File: src/rtl/vpu_vram_arbiter_if.sv
// Signal bundle around one shared VRAM: VPU read port, CPU req/ready/rvalid port and RAM port.
// slave = arbiter view; master = requesters plus the RAM instance.
interface vpu_vram_arbiter_if #(
    parameter int ADDR_W  = 16,
    parameter int DATA_W  = 32,
    parameter int STALL_W = 16
);
    logic                  vpu_busy;
    logic                  vpu_en;
    logic [ADDR_W-1:0]     vpu_addr;
    logic [DATA_W-1:0]     vpu_dout;

    logic                  cpu_req;
    logic                  cpu_we;
    logic [ADDR_W-1:0]     cpu_addr;
    logic [DATA_W-1:0]     cpu_wdata;
    logic [DATA_W/8-1:0]   cpu_wstrb;
    logic                  cpu_ready;
    logic                  cpu_rvalid;
    logic [DATA_W-1:0]     cpu_rdata;
    logic [STALL_W-1:0]    cpu_stall_cnt;

    logic                  ram_en;
    logic [DATA_W/8-1:0]   ram_we;
    logic [ADDR_W-1:0]     ram_addr;
    logic [DATA_W-1:0]     ram_din;
    logic [DATA_W-1:0]     ram_dout;

    modport slave (
        input  vpu_busy, vpu_en, vpu_addr,
        output vpu_dout,
        input  cpu_req, cpu_we, cpu_addr, cpu_wdata, cpu_wstrb,
        output cpu_ready, cpu_rvalid, cpu_rdata, cpu_stall_cnt,
        output ram_en, ram_we, ram_addr, ram_din,
        input  ram_dout
    );

    modport master (
        output vpu_busy, vpu_en, vpu_addr,
        input  vpu_dout,
        output cpu_req, cpu_we, cpu_addr, cpu_wdata, cpu_wstrb,
        input  cpu_ready, cpu_rvalid, cpu_rdata, cpu_stall_cnt,
        input  ram_en, ram_we, ram_addr, ram_din,
        output ram_dout
    );
endinterface

File: src/rtl/vpu_vram_arbiter.sv
// Single-port VRAM arbiter: VPU has absolute priority while busy, CPU is served in idle cycles.
// Optional one-entry posted write buffer enabled by defining VPU_VRAM_WPOST_EN.
module vpu_vram_arbiter #(
    parameter int ADDR_W  = 16,
    parameter int DATA_W  = 32,
    parameter int STALL_W = 16
) (
    input logic               clk,
    input logic               rst_n,
    vpu_vram_arbiter_if.slave bus
);
    localparam int STRB_W = DATA_W / 8;

    logic               rd_grant;
    logic               wr_grant;
    logic               wr_accept;
    logic               wb_empty;
    logic               cpu_ready;

    logic               ram_en;
    logic [STRB_W-1:0]  ram_we;
    logic [ADDR_W-1:0]  ram_addr;
    logic [DATA_W-1:0]  ram_din;

    logic               rd_pend_q, rd_pend_d;
    logic [DATA_W-1:0]  rdata_q, rdata_d;
    logic [STALL_W-1:0] stall_q, stall_d;

`ifdef VPU_VRAM_WPOST_EN
    logic               drain;
    logic               wr_post;
    logic               wb_valid_q, wb_valid_d;
    logic [ADDR_W-1:0]  wb_addr_q, wb_addr_d;
    logic [DATA_W-1:0]  wb_data_q, wb_data_d;
    logic [STRB_W-1:0]  wb_strb_q, wb_strb_d;

    assign wb_empty  = ~wb_valid_q;
    assign drain     = rst_n & ~bus.vpu_busy & wb_valid_q;
    assign wr_post   = rst_n & bus.vpu_busy & bus.cpu_req & bus.cpu_we & wb_empty;
    assign wr_accept = wr_grant | wr_post;

    always_comb begin
        wb_valid_d = wb_valid_q;
        wb_addr_d  = wb_addr_q;
        wb_data_d  = wb_data_q;
        wb_strb_d  = wb_strb_q;
        if (drain) begin
            wb_valid_d = 1'b0;
        end
        if (wr_post) begin
            wb_valid_d = 1'b1;
            wb_addr_d  = bus.cpu_addr;
            wb_data_d  = bus.cpu_wdata;
            wb_strb_d  = bus.cpu_wstrb;
        end
    end

    always_ff @(posedge clk) begin
        if (!rst_n) begin
            wb_valid_q <= 1'b0;
            wb_addr_q  <= '0;
            wb_data_q  <= '0;
            wb_strb_q  <= '0;
        end else begin
            wb_valid_q <= wb_valid_d;
            wb_addr_q  <= wb_addr_d;
            wb_data_q  <= wb_data_d;
            wb_strb_q  <= wb_strb_d;
        end
    end
`else
    assign wb_empty  = 1'b1;
    assign wr_accept = wr_grant;
`endif

    // Direct CPU grants only in idle cycles; a full buffer blocks both (it drains first).
    assign wr_grant  = rst_n & ~bus.vpu_busy & bus.cpu_req &  bus.cpu_we & wb_empty;
    assign rd_grant  = rst_n & ~bus.vpu_busy & bus.cpu_req & ~bus.cpu_we & wb_empty;
    assign cpu_ready = rd_grant | wr_accept;

    always_comb begin
        ram_en   = 1'b0;
        ram_we   = '0;
        ram_addr = bus.vpu_addr;
        ram_din  = bus.cpu_wdata;
        if (bus.vpu_busy) begin
            ram_en = bus.vpu_en;
`ifdef VPU_VRAM_WPOST_EN
        end else if (drain) begin
            ram_en   = 1'b1;
            ram_we   = wb_strb_q;
            ram_addr = wb_addr_q;
            ram_din  = wb_data_q;
`endif
        end else if (wr_grant) begin
            ram_en   = 1'b1;
            ram_we   = bus.cpu_wstrb;
            ram_addr = bus.cpu_addr;
        end else if (rd_grant) begin
            ram_en   = 1'b1;
            ram_addr = bus.cpu_addr;
        end
    end

    always_comb begin
        rd_pend_d = rd_grant;
        rdata_d   = rd_pend_q ? bus.ram_dout : rdata_q;
        stall_d   = stall_q;
        if (cpu_ready) begin
            stall_d = '0;
        end else if (bus.cpu_req && (stall_q != '1)) begin
            stall_d = stall_q + 1'b1;
        end
    end

    always_ff @(posedge clk) begin
        if (!rst_n) begin
            rd_pend_q <= 1'b0;
            rdata_q   <= '0;
            stall_q   <= '0;
        end else begin
            rd_pend_q <= rd_pend_d;
            rdata_q   <= rdata_d;
            stall_q   <= stall_d;
        end
    end

    assign bus.ram_en   = ram_en;
    assign bus.ram_we   = ram_we;
    assign bus.ram_addr = ram_addr;
    assign bus.ram_din  = ram_din;
    assign bus.vpu_dout = bus.ram_dout;

    // Outputs are forced to reset values while rst_n is low, so a read pending
    // in the reset cycle never shows its rvalid.
    assign bus.cpu_ready     = cpu_ready;
    assign bus.cpu_rvalid    = rd_pend_q & rst_n;
    assign bus.cpu_rdata     = !rst_n ? '0 : (rd_pend_q ? bus.ram_dout : rdata_q);
    assign bus.cpu_stall_cnt = rst_n ? stall_q : '0;
endmodule

File: src/flat_wrapper.sv
// flat-port wrapper written by rule: the top's interface ports become plain ports
module vpu_vram_arbiter_flat 
#(
    parameter int ADDR_W  = 16,
    parameter int DATA_W  = 32,
    parameter int STALL_W = 16
)
  (clk, rst_n, bus_vpu_busy, bus_vpu_en, bus_vpu_addr, bus_vpu_dout, bus_cpu_req, bus_cpu_we, bus_cpu_addr, bus_cpu_wdata, bus_cpu_wstrb, bus_cpu_ready, bus_cpu_rvalid, bus_cpu_rdata, bus_cpu_stall_cnt, bus_ram_en, bus_ram_we, bus_ram_addr, bus_ram_din, bus_ram_dout);
  vpu_vram_arbiter_if #(.ADDR_W(ADDR_W), .DATA_W(DATA_W), .STALL_W(STALL_W)) bus_i ();
  input logic clk;
  input logic rst_n;
  input wire logic [$bits(bus_i.vpu_busy)-1:0] bus_vpu_busy;
  input wire logic [$bits(bus_i.vpu_en)-1:0] bus_vpu_en;
  input wire logic [$bits(bus_i.vpu_addr)-1:0] bus_vpu_addr;
  output wire logic [$bits(bus_i.vpu_dout)-1:0] bus_vpu_dout;
  input wire logic [$bits(bus_i.cpu_req)-1:0] bus_cpu_req;
  input wire logic [$bits(bus_i.cpu_we)-1:0] bus_cpu_we;
  input wire logic [$bits(bus_i.cpu_addr)-1:0] bus_cpu_addr;
  input wire logic [$bits(bus_i.cpu_wdata)-1:0] bus_cpu_wdata;
  input wire logic [$bits(bus_i.cpu_wstrb)-1:0] bus_cpu_wstrb;
  output wire logic [$bits(bus_i.cpu_ready)-1:0] bus_cpu_ready;
  output wire logic [$bits(bus_i.cpu_rvalid)-1:0] bus_cpu_rvalid;
  output wire logic [$bits(bus_i.cpu_rdata)-1:0] bus_cpu_rdata;
  output wire logic [$bits(bus_i.cpu_stall_cnt)-1:0] bus_cpu_stall_cnt;
  output wire logic [$bits(bus_i.ram_en)-1:0] bus_ram_en;
  output wire logic [$bits(bus_i.ram_we)-1:0] bus_ram_we;
  output wire logic [$bits(bus_i.ram_addr)-1:0] bus_ram_addr;
  output wire logic [$bits(bus_i.ram_din)-1:0] bus_ram_din;
  input wire logic [$bits(bus_i.ram_dout)-1:0] bus_ram_dout;
  assign bus_i.vpu_busy = bus_vpu_busy;
  assign bus_i.vpu_en = bus_vpu_en;
  assign bus_i.vpu_addr = bus_vpu_addr;
  assign bus_vpu_dout = bus_i.vpu_dout;
  assign bus_i.cpu_req = bus_cpu_req;
  assign bus_i.cpu_we = bus_cpu_we;
  assign bus_i.cpu_addr = bus_cpu_addr;
  assign bus_i.cpu_wdata = bus_cpu_wdata;
  assign bus_i.cpu_wstrb = bus_cpu_wstrb;
  assign bus_cpu_ready = bus_i.cpu_ready;
  assign bus_cpu_rvalid = bus_i.cpu_rvalid;
  assign bus_cpu_rdata = bus_i.cpu_rdata;
  assign bus_cpu_stall_cnt = bus_i.cpu_stall_cnt;
  assign bus_ram_en = bus_i.ram_en;
  assign bus_ram_we = bus_i.ram_we;
  assign bus_ram_addr = bus_i.ram_addr;
  assign bus_ram_din = bus_i.ram_din;
  assign bus_i.ram_dout = bus_ram_dout;
  vpu_vram_arbiter #(.ADDR_W(ADDR_W), .DATA_W(DATA_W), .STALL_W(STALL_W)) u_core (.clk(clk), .rst_n(rst_n), .bus(bus_i));
endmodule
File: config.mk
export PLATFORM = sky130hd
export DESIGN_NAME = vpu_vram_arbiter_flat
export DESIGN_NICKNAME = d
export VERILOG_FILES = /design/src/rtl/vpu_vram_arbiter_if.sv /design/src/rtl/vpu_vram_arbiter.sv /design/src/flat_wrapper.sv
export SDC_FILE = /design/constraint.sdc
export NUM_CORES = 1
export LEC_CHECK = 0
export ABC_AREA = 1
export CAP_MARGIN = 20
export CORE_MARGIN = 1
export CORE_UTILIZATION = 33
export DETAILED_ROUTE_END_ITERATION = 8
export GPL_ROUTABILITY_DRIVEN = 0
export PLACE_DENSITY_LB_ADDON = 0.25
export SYNTH_ARGS = -nofsm -noshare
export SYNTH_HDL_FRONTEND = slang
export SYNTH_SLANG_ARGS = --single-unit
File: constraint.sdc
create_clock -name clk -period 1.9 [get_ports clk]
set_input_delay 0.57 -clock clk [delete_from_list [all_inputs] [get_ports clk]]
set_output_delay 0.57 -clock clk [all_outputs]
set_load 0.01 [all_outputs]
Word level (Yosys, flattened, before mapping):

Index checks and enable logic that the tools add are counted.

* equality and inequality tests: 1
* reductions and logical operators: 2
* bitwise logic cells: 9
* multiplexer cells: 11
* add/sub/neg operators: 1

Operator list (number)
* two-way mux 16 bit: 4
* two-way mux 32 bit: 2
* adder 16 x 1 -> 16 bit, second input constant: 1
* != test 16 bit, second input constant: 1
* two-way mux 4 bit: 2
* AND 1 bit: 5
* two-way mux 1 bit: 3
* NOT 1 bit: 3
* OR reduction 2 bit: 1
* logical AND 1 bit: 1
* OR 1 bit: 1

* input bits: 106
* word-level logic and storage cells: 27
* output and inout port bits: 135
* bits in registers: 49

Logic depth before layout (Yosys ltp):

* depth in word-level cells: 7
* mapped depth: 9
* mapped depth without buffers: 9

Least setup slack after synthesis:

OpenSTA, ideal clock, no wires.

* path type: input to output
* from: in rst_n
* to: out bus_ram_addr[10]
* path slack: 28 ps
* cell stages on the path: 6
* arrival time: 1302 ps
* path buffers: 2
* data required time: 1330 ps
* cell sequence: inv_2 > nor3_2 > buf_4 > buf_4 > nand2_1 > nand2_1

* word-level cells in the longest chain between the ends: 6
* elaborated cells on any way between the ends: 7
* classes of those cells: mux: 3; bitwise: 4

RTL lines
* start, declared: line flat_wrapper.sv:11 `input logic rst_n;`
* AND 1 bit (*) (2 in a row): line vpu_vram_arbiter.sv:77, vpu_vram_arbiter.sv:78
* AND 1 bit: line vpu_vram_arbiter.sv:78 `assign rd_grant = rst_n & ~bus.vpu_busy & bus.cpu_req & ~bus.cpu_we & wb_empty;`
* two-way mux 16 bit: line vpu_vram_arbiter.sv:99 `end else if (rd_grant) begin`
* two-way mux 16 bit (*): line vpu_vram_arbiter.sv:95 `end else if (wr_grant) begin`
* two-way mux 16 bit (*): line vpu_vram_arbiter.sv:86 `if (bus.vpu_busy) begin`
* end, declared: line flat_wrapper.sv:27 `output wire logic [$bits(bus_i.ram_addr)-1:0] bus_ram_addr;`

Every way passes the cells marked *; elsewhere a longest branch is shown, timed or not.

Final worst setup path:

* from: in bus_vpu_busy
* to: out bus_ram_addr[15]

* word-level cells in the longest chain between the ends: 7
* elaborated cells on any way between the ends: 8
* classes of those cells: mux: 3; bitwise: 5

RTL lines
* start, declared: line flat_wrapper.sv:12 `input wire logic [$bits(bus_i.vpu_busy)-1:0] bus_vpu_busy;`
* NOT 1 bit: line vpu_vram_arbiter.sv:77, vpu_vram_arbiter.sv:78
* AND 1 bit (2 in a row): line vpu_vram_arbiter.sv:77, vpu_vram_arbiter.sv:78
* AND 1 bit: line vpu_vram_arbiter.sv:78
* two-way mux 16 bit: line vpu_vram_arbiter.sv:99
* two-way mux 16 bit: line vpu_vram_arbiter.sv:95
* two-way mux 16 bit (*): line vpu_vram_arbiter.sv:86

Marks and branches as above.

==> impl_metrics.yaml <==
yosys:
  ys_seq_elements: 49
  ys_types: 22
  yosysMostFrequentCell: "nand2_1"
  synth_area_per_cell_um2: 6.43
  syn-cell-area_um2: 2940
  yosysTopAreaCell: "dfxtp_1"
  ys_warn_count: 0
  synthTopCellsByCount: "114 x nand2_1, 87 x nor2_1, 66 x buf_4, 49 x dfxtp_1, 33 x o21ai_0"
  synthFlopType: "dfxtp_1"
  syn_nets: 565
  syn_inst: 458
  async_reset_ff_share_pct: 0
  synth_edf_count: 0
  yosysTopAreaCellShare_pct: 33.3
  yosys-top-cells-area: "dfxtp_1 33%, buf_4 17%, nand2_1 15%"
  yosysSeqAreaShare_pct: 33.3
clock_network:
  insertion_delay_ns: 0.31
  htree_levels: 2
  cts_buffers: 5
  clockBufferDepth: 2
  cts.sinks: 49
  root_buffer: "clkbuf_8"
  clk_pin_slew_ns: 0.10
  tritoncts: "built"
critical_path:
  cpLargestDelayFamily: "buffers and inverters"
  crit_required_ns: 1.33
  critPathKind: "in -> out"
  cpPeakStageDelay_ns: 0.21
  path_max_fanout: 8
  critPathLaunch: "bus_vpu_busy"
  regToRegSetupSlack_ns: 0.41
  endpoint_kind: "output port"
  crit_path_top_delay_cell: "nor3_4"
  start_kind: "input pin"
  path_cells: "buf_6 > nor3_4 > buf_6 > buf_6 > buf_12 > inv_8 > nand2_2 > nand2_1 > buf_2"
  path_buf_inv: 6
  cp_common_cell: "buf_6"
  timing.rr.start: "u_core.stall_q[0]$_SDFFE_PP0P_"
  arrival_ns: 1.56
power:
  p_sw_share_pct: 26.1
  ir_worst_vdd_uv: 332
  seq_power_share_pct: 41.3
  combPwrFrac_pct: 24.0
  finalPower_mw: 2.58
  cellPowerDensity_nw_per_um2: 495
  p_clk_share_pct: 34.6
  power_leakage_nw: 2.65
  power_switching_uw: 674
  internal_power_mw: 1.91
sta:
  clock.fmax_ghz: 0.470
  relSlewSlack_pct: 78.8
  maxSlewViolCount: 0
  tns_ns: -4.03
  fin_crit_ns: 2.13
  finalWorstSetupSlack_ns: -0.229
  tightest_slew_ns: 0.316
  rsz0062_at_grt: "true"
  hold_viol: 0
  fin_crit_sh_pct: 112
  setup_viol: 26
  skew_ns: 0.00982
run_status:
  status: "finished with violations"
  violations: "negative setup slack"
placed_design:
  dp_hpwl_mm: 6.90
  io_buffers: 176
floorplan:
  die_width_um: 96.4
  rows: 34
  io_pins: 241
  die_h_um: 96.4
  dieArea_um2: 9300
  coreArea_um2: 8680
  start_util_pct: 33.9
global_routing:
  grt_max_degree: 33
  antenna_found_initial: 1
  grtUsageTotal_pct: 20.8
  grt.overflow.total: 0
  first_global_vias: 3118
  grt_pass1_wl_mm: 15.0
cells_and_area:
  multi_input_area_um2: 1630
  fillers: 802
  ff_latch_area_um2: 985
  nets: 734
  area_growth_pct: 77.6
  drive_above_1_share_pct: 41.1
drt:
  wire_per_inst_um: 14.6
  wirelength_mm: 10.7
  postRouteAntennaNets: 0
  vias: 3407
  dr.pass1.iters: 4
  drt_iter0_markers: 110
  drc: 0
  via_per_inst: 4.62
hold_path:
  hold_path_startpoint: "u_core.rdata_q[19]$_DFF_P_"
  hold_class: "reg -> reg"
job:
  cap_violations: 0
repair_timing:
item                                    CTS  global route
setup buffers                            14             6
gates cloned                              8             6
endpoints found under the setup margin  103            73
hold buffers                              0             0
pin swaps                                34            45
gates resized for setup                 357           163
tightest hold or removal path, delay by kind of cell (launching register included):
kind / cells / cell delay [ns]
compound gates: 1 / 0.05
flops: 1 / 0.33
simple gates: 1 / 0.08
layout make-up:
type | instances | share of cell area, %
timing repair buffer | 238 | 40.6
multi-input combinational | 286 | 31.1
sequential | 49 | 18.8
inverter | 44 | 3.59
tap | 108 | 2.59
clock buffer | 5 | 1.32
clock inverter | 3 | 1.25
timing repair inverter | 3 | 0.647
antenna | 1 | 0.0479
power groups by stage:
stage	registers [mW]	logic (mW)	clock network (mW)
2_1_floorplan	1.08	0.273	0
3_3_place_gp	1.08	0.562	0
3_5_place_dp	1.09	0.565	0
4_1_cts	1.06	0.549	0.910
5_1_grt	1.07	0.664	0.949
6_report	1.07	0.621	0.895
worst paths after layout:
path | depth (start not counted) | endpoint
min | 2 | u_core.rdata_q[19]$_DFF_P_
min reg2reg | 2 | u_core.rdata_q[19]$_DFF_P_
max | 9 | bus_ram_addr[15]
max reg2reg | 9 | u_core.stall_q[14]$_SDFFE_PP0P_
routing by layer:
layer | up-vias | share of wire [%] | global-route usage, %
met2 | 108 | 52 | 36.9
met1 | 1569 | 40 | 24.4
li1 | 1703 | - | -
met3 | 27 | 5.6 | 5.79
met4 | 0 | 2.6 | 5.64
met5 | - | 0 | 0
logic make-up (layout without fill, tap and decap cells):
family	after synthesis	after routing	synth area share (%)
flip-flops	49	49	33.3
buffers and inverters	123	293	24.4
adder cells (fa/ha/maj)	1	1	0.425
AO/OA/AOI/OAI	45	45	7.65
other	0	1	0
AND/OR/NAND/NOR	240	240	34.2
metrics by stage:
stage | instances | utilization, % | hold slack [ns] | setup slack, ns | instance area [um^2]
detailed placement | 697 | 52.8 | 0.498 | -1.05 | 4580
floorplan | 458 | - | 0.481 | 0.0283 | 2940
global placement | 697 | 52.8 | 0.495 | -1.01 | 4580
CTS | 727 | 54.7 | 0.523 | -0.198 | 4750
global route | 737 | 60.2 | 0.519 | -0.287 | 5230
finish | 737 | 60.2 | 0.495 | -0.229 | 5230
state kept, by name (all words and copies together), names as in the netlist:
| register | flops |
|---|---|
| u_core.rd_pend_q | 1 |
| u_core.rdata_q | 32 |
| u_core.stall_q | 16 |
cells in the final DEF, fill, tap and decap left out, drive strengths merged:
cell type	count
a21oi	12
nor3	5
ha	1
buf	114
bufinv	2
nand4	6
nand3b	3
clkdlybuf4s50	39
inv	44
clkinv	4
dlygate4sd2	60
nand3	15
clkbuf	17
clkdlybuf4s15	4
diode	1
dfxtp	49
nor4	1
nand2	115
nor2	95
o21ai	33
dlymetal6s2s	9
No activity file was read; power rests on OpenSTA's default activity.
